`src/rtl/calc_pkg.sv`:
```
// Shared types and constants for the calculator operand sequencer.
package calc_pkg;

    typedef enum logic [1:0] {
        IDLE  = 2'd0,
        GOT_A = 2'd1,
        GOT_B = 2'd2,
        ISSUE = 2'd3
    } state_t;

    localparam logic [2:0] OP_ADD  = 3'd0;
    localparam logic [2:0] OP_SUB  = 3'd1;
    localparam logic [2:0] OP_SADD = 3'd2;
    localparam logic [2:0] OP_SSUB = 3'd3;
    localparam logic [2:0] OP_CMP  = 3'd4;
    localparam logic [2:0] OP_SCMP = 3'd5;

    localparam int unsigned OP_MAX = 5;

    // Op codes travel on sw[2:0]; sw[3] set is always illegal.
    function automatic logic op_legal(input logic [3:0] code, input int unsigned max_code);
        return !code[3] && (32'(code[2:0]) <= max_code);
    endfunction

endpackage

```
`src/rtl/calc_btn_cond.sv`:
```
// Button conditioner: 2-FF synchronizer plus rising-edge press detect.
// With CALC_DEBOUNCE_EN defined, a press also needs DB_CYCLES stable-high cycles.
module calc_btn_cond #(
    parameter int unsigned DB_CYCLES = 4
) (
    input  logic clk,
    input  logic rst_n,
    input  logic btn,
    output logic level,
    output logic press
);

    logic sync1;
    logic sync2;

    always_ff @(posedge clk) begin
        if (!rst_n) begin
            sync1 <= 1'b0;
            sync2 <= 1'b0;
        end else begin
            sync1 <= btn;
            sync2 <= sync1;
        end
    end

    assign level = sync2;

`ifdef CALC_DEBOUNCE_EN
    localparam int unsigned CW = $clog2(DB_CYCLES + 1);

    logic [CW-1:0] cnt;
    logic          fired;

    // Counter saturates at DB_CYCLES; fired limits output to one press per hold.
    always_ff @(posedge clk) begin
        if (!rst_n || !sync2) begin
            cnt   <= '0;
            fired <= 1'b0;
        end else begin
            if (cnt != CW'(DB_CYCLES)) cnt <= cnt + 1'b1;
            if (cnt == CW'(DB_CYCLES)) fired <= 1'b1;
        end
    end

    assign press = sync2 && (cnt == CW'(DB_CYCLES)) && !fired;
`else
    localparam int unsigned DB_UNUSED = DB_CYCLES;

    logic prev;

    always_ff @(posedge clk) begin
        if (!rst_n) prev <= 1'b0;
        else        prev <= sync2;
    end

    assign press = sync2 & ~prev;
`endif

endmodule

```
`src/rtl/calc_operand_seq.sv`:
```
// Operand sequencer: captures A, B and op code from sw on Enter presses and
// issues them as one valid/ready request. Optional debounce: CALC_DEBOUNCE_EN.
module calc_operand_seq
    import calc_pkg::state_t, calc_pkg::IDLE, calc_pkg::GOT_A,
           calc_pkg::GOT_B, calc_pkg::ISSUE, calc_pkg::op_legal;
#(
    parameter int unsigned OP_MAX    = calc_pkg::OP_MAX,
    parameter int unsigned DB_CYCLES = 4
) (
    input  logic       clk,
    input  logic       rst_n,
    input  logic [3:0] sw,
    input  logic       btn_enter,
    input  logic       btn_clear,
    output logic [3:0] a_out,
    output logic [3:0] b_out,
    output logic [2:0] s_out,
    output logic       op_valid,
    input  logic       op_ready,
    output logic       op_err,
    output logic [1:0] state_o,
    output logic [7:0] issue_cnt
);

    state_t     state;
    logic [3:0] a_reg;
    logic [3:0] b_reg;
    logic [2:0] s_reg;
    logic       enter_level_unused;
    logic       enter_press;
    logic       clr_level;
    logic       clr_press_unused;

    calc_btn_cond #(.DB_CYCLES(DB_CYCLES)) u_enter (
        .clk   (clk),
        .rst_n (rst_n),
        .btn   (btn_enter),
        .level (enter_level_unused),
        .press (enter_press)
    );

    calc_btn_cond #(.DB_CYCLES(DB_CYCLES)) u_clear (
        .clk   (clk),
        .rst_n (rst_n),
        .btn   (btn_clear),
        .level (clr_level),
        .press (clr_press_unused)
    );

    // Clear is level-driven and overrides everything except the transaction count.
    always_ff @(posedge clk) begin
        if (!rst_n) begin
            state     <= IDLE;
            a_reg     <= '0;
            b_reg     <= '0;
            s_reg     <= '0;
            op_valid  <= 1'b0;
            op_err    <= 1'b0;
            issue_cnt <= '0;
        end else if (clr_level) begin
            state    <= IDLE;
            a_reg    <= '0;
            b_reg    <= '0;
            s_reg    <= '0;
            op_valid <= 1'b0;
            op_err   <= 1'b0;
        end else begin
            op_err <= 1'b0;
            unique case (state)
                IDLE: begin
                    if (enter_press) begin
                        a_reg <= sw;
                        state <= GOT_A;
                    end
                end
                GOT_A: begin
                    if (enter_press) begin
                        b_reg <= sw;
                        state <= GOT_B;
                    end
                end
                GOT_B: begin
                    if (enter_press) begin
                        if (op_legal(sw, OP_MAX)) begin
                            s_reg    <= sw[2:0];
                            op_valid <= 1'b1;
                            state    <= ISSUE;
                        end else begin
                            op_err <= 1'b1;
                        end
                    end
                end
                ISSUE: begin
                    if (op_ready) begin
                        op_valid  <= 1'b0;
                        state     <= IDLE;
                        issue_cnt <= issue_cnt + 8'd1;
                    end
                end
                default: state <= IDLE;
            endcase
        end
    end

    assign a_out   = a_reg;
    assign b_out   = b_reg;
    assign s_out   = s_reg;
    assign state_o = state;

endmodule

```
`config.mk`:
```
export PLATFORM = sky130hd
export DESIGN_NAME = calc_operand_seq
export DESIGN_NICKNAME = d
export VERILOG_FILES = /design/src/rtl/calc_pkg.sv /design/src/rtl/calc_btn_cond.sv /design/src/rtl/calc_operand_seq.sv
export SDC_FILE = /design/constraint.sdc
export NUM_CORES = 1
export LEC_CHECK = 0
export CORE_MARGIN = 2
export CORE_UTILIZATION = 50
export CTS_CLUSTER_SIZE = 30
export DETAILED_ROUTE_END_ITERATION = 16
export HOLD_SLACK_MARGIN = 0.06
export PLACE_DENSITY = 0.79
export SYNTH_ARGS = -nofsm -noshare
export SYNTH_HDL_FRONTEND = slang
export SYNTH_SLANG_ARGS = --single-unit
```
`constraint.sdc`:
```
create_clock -name clk -period 2.31 [get_ports clk]
set_input_delay 0.231 -clock clk [delete_from_list [all_inputs] [get_ports clk]]
set_output_delay 0.231 -clock clk [all_outputs]
set_load 0.02 [all_outputs]
```
======== Word level (Yosys, flattened, before mapping) ========
Cells that the tools add are included.
operators by class
  $add $sub $neg .......................... 1
  order comparisons ....................... 1
  equality and inequality tests ........... 8
  mux-type cells .......................... 11
  bitwise operators ....................... 6
  reductions and logical operators ........ 12
operators by type and width
  cell                   number
  $mux W2                5
  $ne A2 B2 Y1 const B   5
  $add A8 B1 Y8 const B  1
  $pmux W2 S4            1
  $reduce_and A3 Y1      2
  $not A1 Y1             5
  $reduce_and A5 Y1      1
  $eq A2 B2 Y1 const B   2
  $mux W1                4
  $reduce_and A2 Y1      2
  $reduce_and A4 Y1      1
  $reduce_or A4 Y1       1
  $le A3 B3 Y1 const B   1
  $eq A2 B1 Y1 const B   1
  $logic_not A2 Y1       1
  $pmux W1 S2            1
  $reduce_bool A2 Y1     1
  $reduce_or A2 Y1       1
  $and A1 B1 Y1          1
  $logic_and A1 B1 Y1    1
  $logic_not A1 Y1       1
word-level totals
  bits in registers ....................... 28
  bits of input ports ..................... 9
  output and inout bits ................... 23
  logic and storage cells ................. 51

======== Logic depth before layout (Yosys ltp) ========
  depth in word-level cells ............... 5
  mapped depth ............................ 6
  depth with buffers taken out ............ 6

======== Modules after synthesis ========
Synthesis repeated with hierarchy kept, for this count alone.
unflattened totals
  cell total of the unflattened synthesis .. 127
  area, all modules ....................... 1218.7 um2
by module, submodules not included
  module            times used  cells an instance  area each (um2)  sequential area each (um2)
  calc_operand_seq  1           113                1033.5           460.4
  calc_btn_cond     2           7                  92.6             60.1

======== Worst setup path before layout ========
Ideal clock, no wire load.
  kind .................................... register -> register
  from .................................... register state[1], in the netlist state_o[1]
  to ...................................... register issue_cnt[4]
  setup time .............................. 0.115 ns
  arrival ................................. 1.420 ns
  data required time ...................... 2.195 ns
  path slack .............................. 0.775 ns
  cell stages (with the launch flop) ...... 6
  buffers on the path ..................... 0
  period minus slack after synthesis ...... 1.535 ns
  cells stage by stage .................... dfxtp_1 -> ha_1 -> and4b_1 -> nand3_1 -> xnor2_1 -> and2_1
between the ends
  cells in the longest elaborated chain, start to end .. 2
ends and longest elaborated chain
  item                         RTL line                source
  start: declaration           calc_operand_seq.sv:25  state_t state;
  start signal: assignment     calc_operand_seq.sv:53  state <= IDLE;
  start signal: assignment     calc_operand_seq.sv:61  state <= IDLE;
  start signal: assignment     calc_operand_seq.sv:73  state <= GOT_A;
  $eq A2 B2 Y1                 calc_operand_seq.sv:69  unique case (state)
  $reduce_and A3 Y1 (no line)  --
  end signal: assignment       calc_operand_seq.sv:97  issue_cnt <= issue_cnt + 8'd1;
  end: declaration             calc_operand_seq.sv:22  output logic [7:0] issue_cnt
No other way between the ends.
A chain may end at the register's enable or synchronous reset.

======== Worst setup path after layout ========
  from .................................... register issue_cnt[3]
  to ...................................... output port issue_cnt[3]
No word-level cell between the ends.

==> impl_metrics.env <==
export IMPL_diodes=0
export IMPL_busiest_layer="met2"
export IMPL_via_per_inst=5.06
export IMPL_place_ws_ns=0.365
export IMPL_pwr_share_comb_pct=21.9
export IMPL_setup_viol=0
export IMPL_crit_path_start_kind="register"
export IMPL_met3_usage_pct=6.00
export IMPL_grt_total_usage_pct=20.1
export IMPL_clkSinkCount=28
export IMPL_dr_pass1_iters=4
export IMPL_cts_tree="built"
export IMPL_max_stage_delay_ns=0.65
export IMPL_timing_final_ws_setup_ns=0.653
export IMPL_core_mm2=0.00223
export IMPL_synth_nets=135
export IMPL_die_area_mm2=0.00278
export IMPL_syn2layout_area_growth_pct=32.2
export IMPL_numCtsBuffers=3
export IMPL_final_setup_tns_ns=0
export IMPL_power_internal_uw=793
export IMPL_netlist_area_mm2=0.00119
export IMPL_status="finished, final reports clean"
export IMPL_seq_power_share_pct=48.8
export IMPL_clock_path_buffers=2
export IMPL_max_cap_viol_count=0
export IMPL_min_delay_path_depth=1
export IMPL_fp_dieW_um=52.8
export IMPL_min_delay_start="u_enter.sync1$_SDFF_PN0_"
export IMPL_h_tree_depth=1
export IMPL_wl_per_cell_um=13.3
export IMPL_grt_pass1_vias=895
export IMPL_rsz0062_at_grt="no"
export IMPL_clk_latency_ns=0.33
export IMPL_yosysUniqueCellTypes=28
export IMPL_switchingPower_uw=288
export IMPL_cts_resized_gates=0
export IMPL_setup_worst_path_start="issue_cnt[3]$_SDFFE_PN0P_"
export IMPL_grt_ovfl_total=0
export IMPL_worstReg2RegStart="state_o[1]$_SDFFE_PP0P_"
export IMPL_report_final_slew_viol_count=0
export IMPL_min_path_type="reg -> reg"
export IMPL_ir_worst_vdd_v=0.000702
export IMPL_grt_max_degree=17
export IMPL_clockPowerShare_pct=29.4
export IMPL_drive_gt1_share_pct=5.26
export IMPL_ys_seq_elements=28
export IMPL_antenna_found_initial=0
export IMPL_clock_skew_ns=0.00790
export IMPL_yosysWarnings=0
export IMPL_crit_family="buffers and inverters"
export IMPL_switching_share_pct=26.7
export IMPL_r2r_end="issue_cnt[6]$_SDFFE_PN0P_"
export IMPL_r2r_cells=5
export IMPL_dp_cells=176
export IMPL_tightestPinTransition_ns=0.547
export IMPL_grt_pass1_wl_um=3950
export IMPL_clkTransAtPathRegs_ns=0.14
export IMPL_syn_mean_instance_area_um2=9.91
export IMPL_detail_route_antenna_nets=0
export IMPL_io_pins=32
export IMPL_vias=911
export IMPL_postCtsSetupBuffers=0
export IMPL_first_iter_violations=11
export IMPL_wl_um=2390
export IMPL_fin_crit_sh_pct=71.7
export IMPL_path_class="reg -> out"
export IMPL_critPathSlowestCell="clkdlybuf4s50_1"
export IMPL_start_util_pct=53.2
export IMPL_path_buf_inv=1
export IMPL_relSlewSlack_pct=63.5
export IMPL_use_met1_pct=23.5
export IMPL_drc=0
export IMPL_cp_max_fo=7
export IMPL_use_met2_pct=35.0
export IMPL_place_congestion=0.739
export IMPL_critical_path_required_ns=2.08
export IMPL_cp_end_kind="output port"
export IMPL_io_buffers=31
export IMPL_worstPathArrival_ns=1.43
export IMPL_fill_cells=182
export IMPL_hold_viol=0
export IMPL_synth_seq_area_share_pct=47.2
export IMPL_ctsRootBufferMaster="clkbuf_4"
export IMPL_mostFrequentLayoutCells="clkdlybuf4s50_1 (31), dfxtp_1 (28), mux2i_1 (12)"
export IMPL_netlist_instances=120
export IMPL_fmax_mhz=604
export IMPL_dp_hpwl_um=1750
export IMPL_cts_hold_buf=0
export IMPL_crit_chain="clkdlybuf4s50_1"
export IMPL_final_common_cell="clkdlybuf4s50_1"
export IMPL_row_count=17
export IMPL_hold_end="u_enter.level$_SDFF_PN0_"
export IMPL_final_nets=168
export IMPL_r2r_slack_ns=0.78
export IMPL_die_h_um=52.8
export IMPL_fin_cells=180
export IMPL_cellPowerDensity_mw_per_mm2=688
export IMPL_p_leak_nw=0.692
export IMPL_fin_crit_ns=1.66
==> through the flow <==
step                hold WS (ns)  power [mW]  cell area (um^2)  utilization [%]
global placement           0.417       0.765              1520             68.0
CTS                        0.452        1.09              1570             70.4
finish                     0.451        1.08              1570             70.4
global route               0.438        1.14              1570             70.4
detailed placement         0.418       0.771              1520             68.0
floorplan                  0.353       0.687              1190                -
==> worst reg2reg max path, stage by stage (launching register included) <==
cell	delay [ns]
dfxtp_1	0.44
ha_1	0.31
and4b_1	0.29
nand3_1	0.11
xnor2_1	0.14
and2_1	0.16
==> synthesized netlist by cell type, drive strengths merged <==
| cell type | instances | area share [%] |
|---|---|---|
| a2111oi | 1 | 0.84 |
| a22o | 1 | 0.74 |
| a21oi | 4 | 2.0 |
| nand2b | 1 | 0.53 |
| nand4 | 1 | 0.53 |
| nor3 | 2 | 1.7 |
| mux2i | 12 | 10 |
| a21boi | 1 | 0.63 |
| buf | 1 | 0.63 |
| o21bai | 1 | 0.63 |
| nand3 | 7 | 2.9 |
| nor2 | 11 | 3.5 |
| nor2b | 3 | 1.6 |
| nand2 | 10 | 3.2 |
| ha | 6 | 6.3 |
| and3 | 1 | 0.53 |
| a31oi | 1 | 0.53 |
| nand3b | 1 | 1.7 |
| and2 | 11 | 5.8 |
| and4b | 1 | 0.84 |
| xor2 | 3 | 2.2 |
| or3 | 1 | 0.53 |
| dfxtp | 28 | 47 |
| o21ai | 2 | 0.84 |
| inv | 4 | 1.3 |
| xnor2 | 3 | 2.2 |
| clkbuf | 2 | 0.63 |
==> state kept, by name, summed over array words and instances (netlist names), 2 cells and up <==
signal / flops
state_o: 2
issue_cnt: 8
s_out: 3
a_out: 4
b_out: 4
==> routing by layer <==
layer / up-vias / part of all wire [%]
met5: - / 0
met4: 0 / 0.71
met3: 2 / 3.8
met2: 18 / 53
met1: 425 / 42
li1: 466 / -
==> power by group through the flow <==
| stage | registers [mW] | clock network [mW] | logic (mW) |
|---|---|---|---|
| after global routing | 0.532 | 0.347 | 0.260 |
| final | 0.528 | 0.317 | 0.237 |
| after detailed placement | 0.539 | 0 | 0.232 |
| after floorplan | 0.558 | 0 | 0.129 |
| after global placement | 0.537 | 0 | 0.228 |
| after CTS | 0.528 | 0.324 | 0.237 |
==> cells by family (layout without fill, tap and decap cells) <==
logic type	count (synthesis)	in the layout	synth area share (%)
AO/OA/AOI/OAI	11	11	6.21
buffers and inverters	7	39	2.53
flip-flops	28	28	47.2
multiplexers	12	12	10.1
XOR/XNOR	6	6	4.42
AND/OR/NAND/NOR	50	50	23.3
adder cells (fa/ha/maj)	6	6	6.32
==> cell type report <==
cell class	instances	area, um^2	share of cell area, %
Tap cell	28	35.0	2.23
Timing Repair Buffer	31	310	19.7
Clock inverter	1	30.0	1.91
Multi-Input combinational cell	85	598	38.1
Inverter	4	15.0	0.955
Clock buffer	3	22.5	1.43
Sequential cell	28	561	35.7
==> how the worst max path moves through the flow <==
stage / end / slack [ns] / depth (start not counted)
after global routing: issue_cnt[2] / 0.58 / 1
after CTS: issue_cnt[3] / 0.63 / 1
after floorplan: issue_cnt[4]$_SDFFE_PN0P_ / 0.78 / 5
final: issue_cnt[3] / 0.65 / 1
after global placement: op_valid$_SDFFE_PP0P_ / 0.53 / 3
after detailed placement: op_valid$_SDFFE_PP0P_ / 0.36 / 3
No activity file was read; power rests on OpenSTA's default activity.
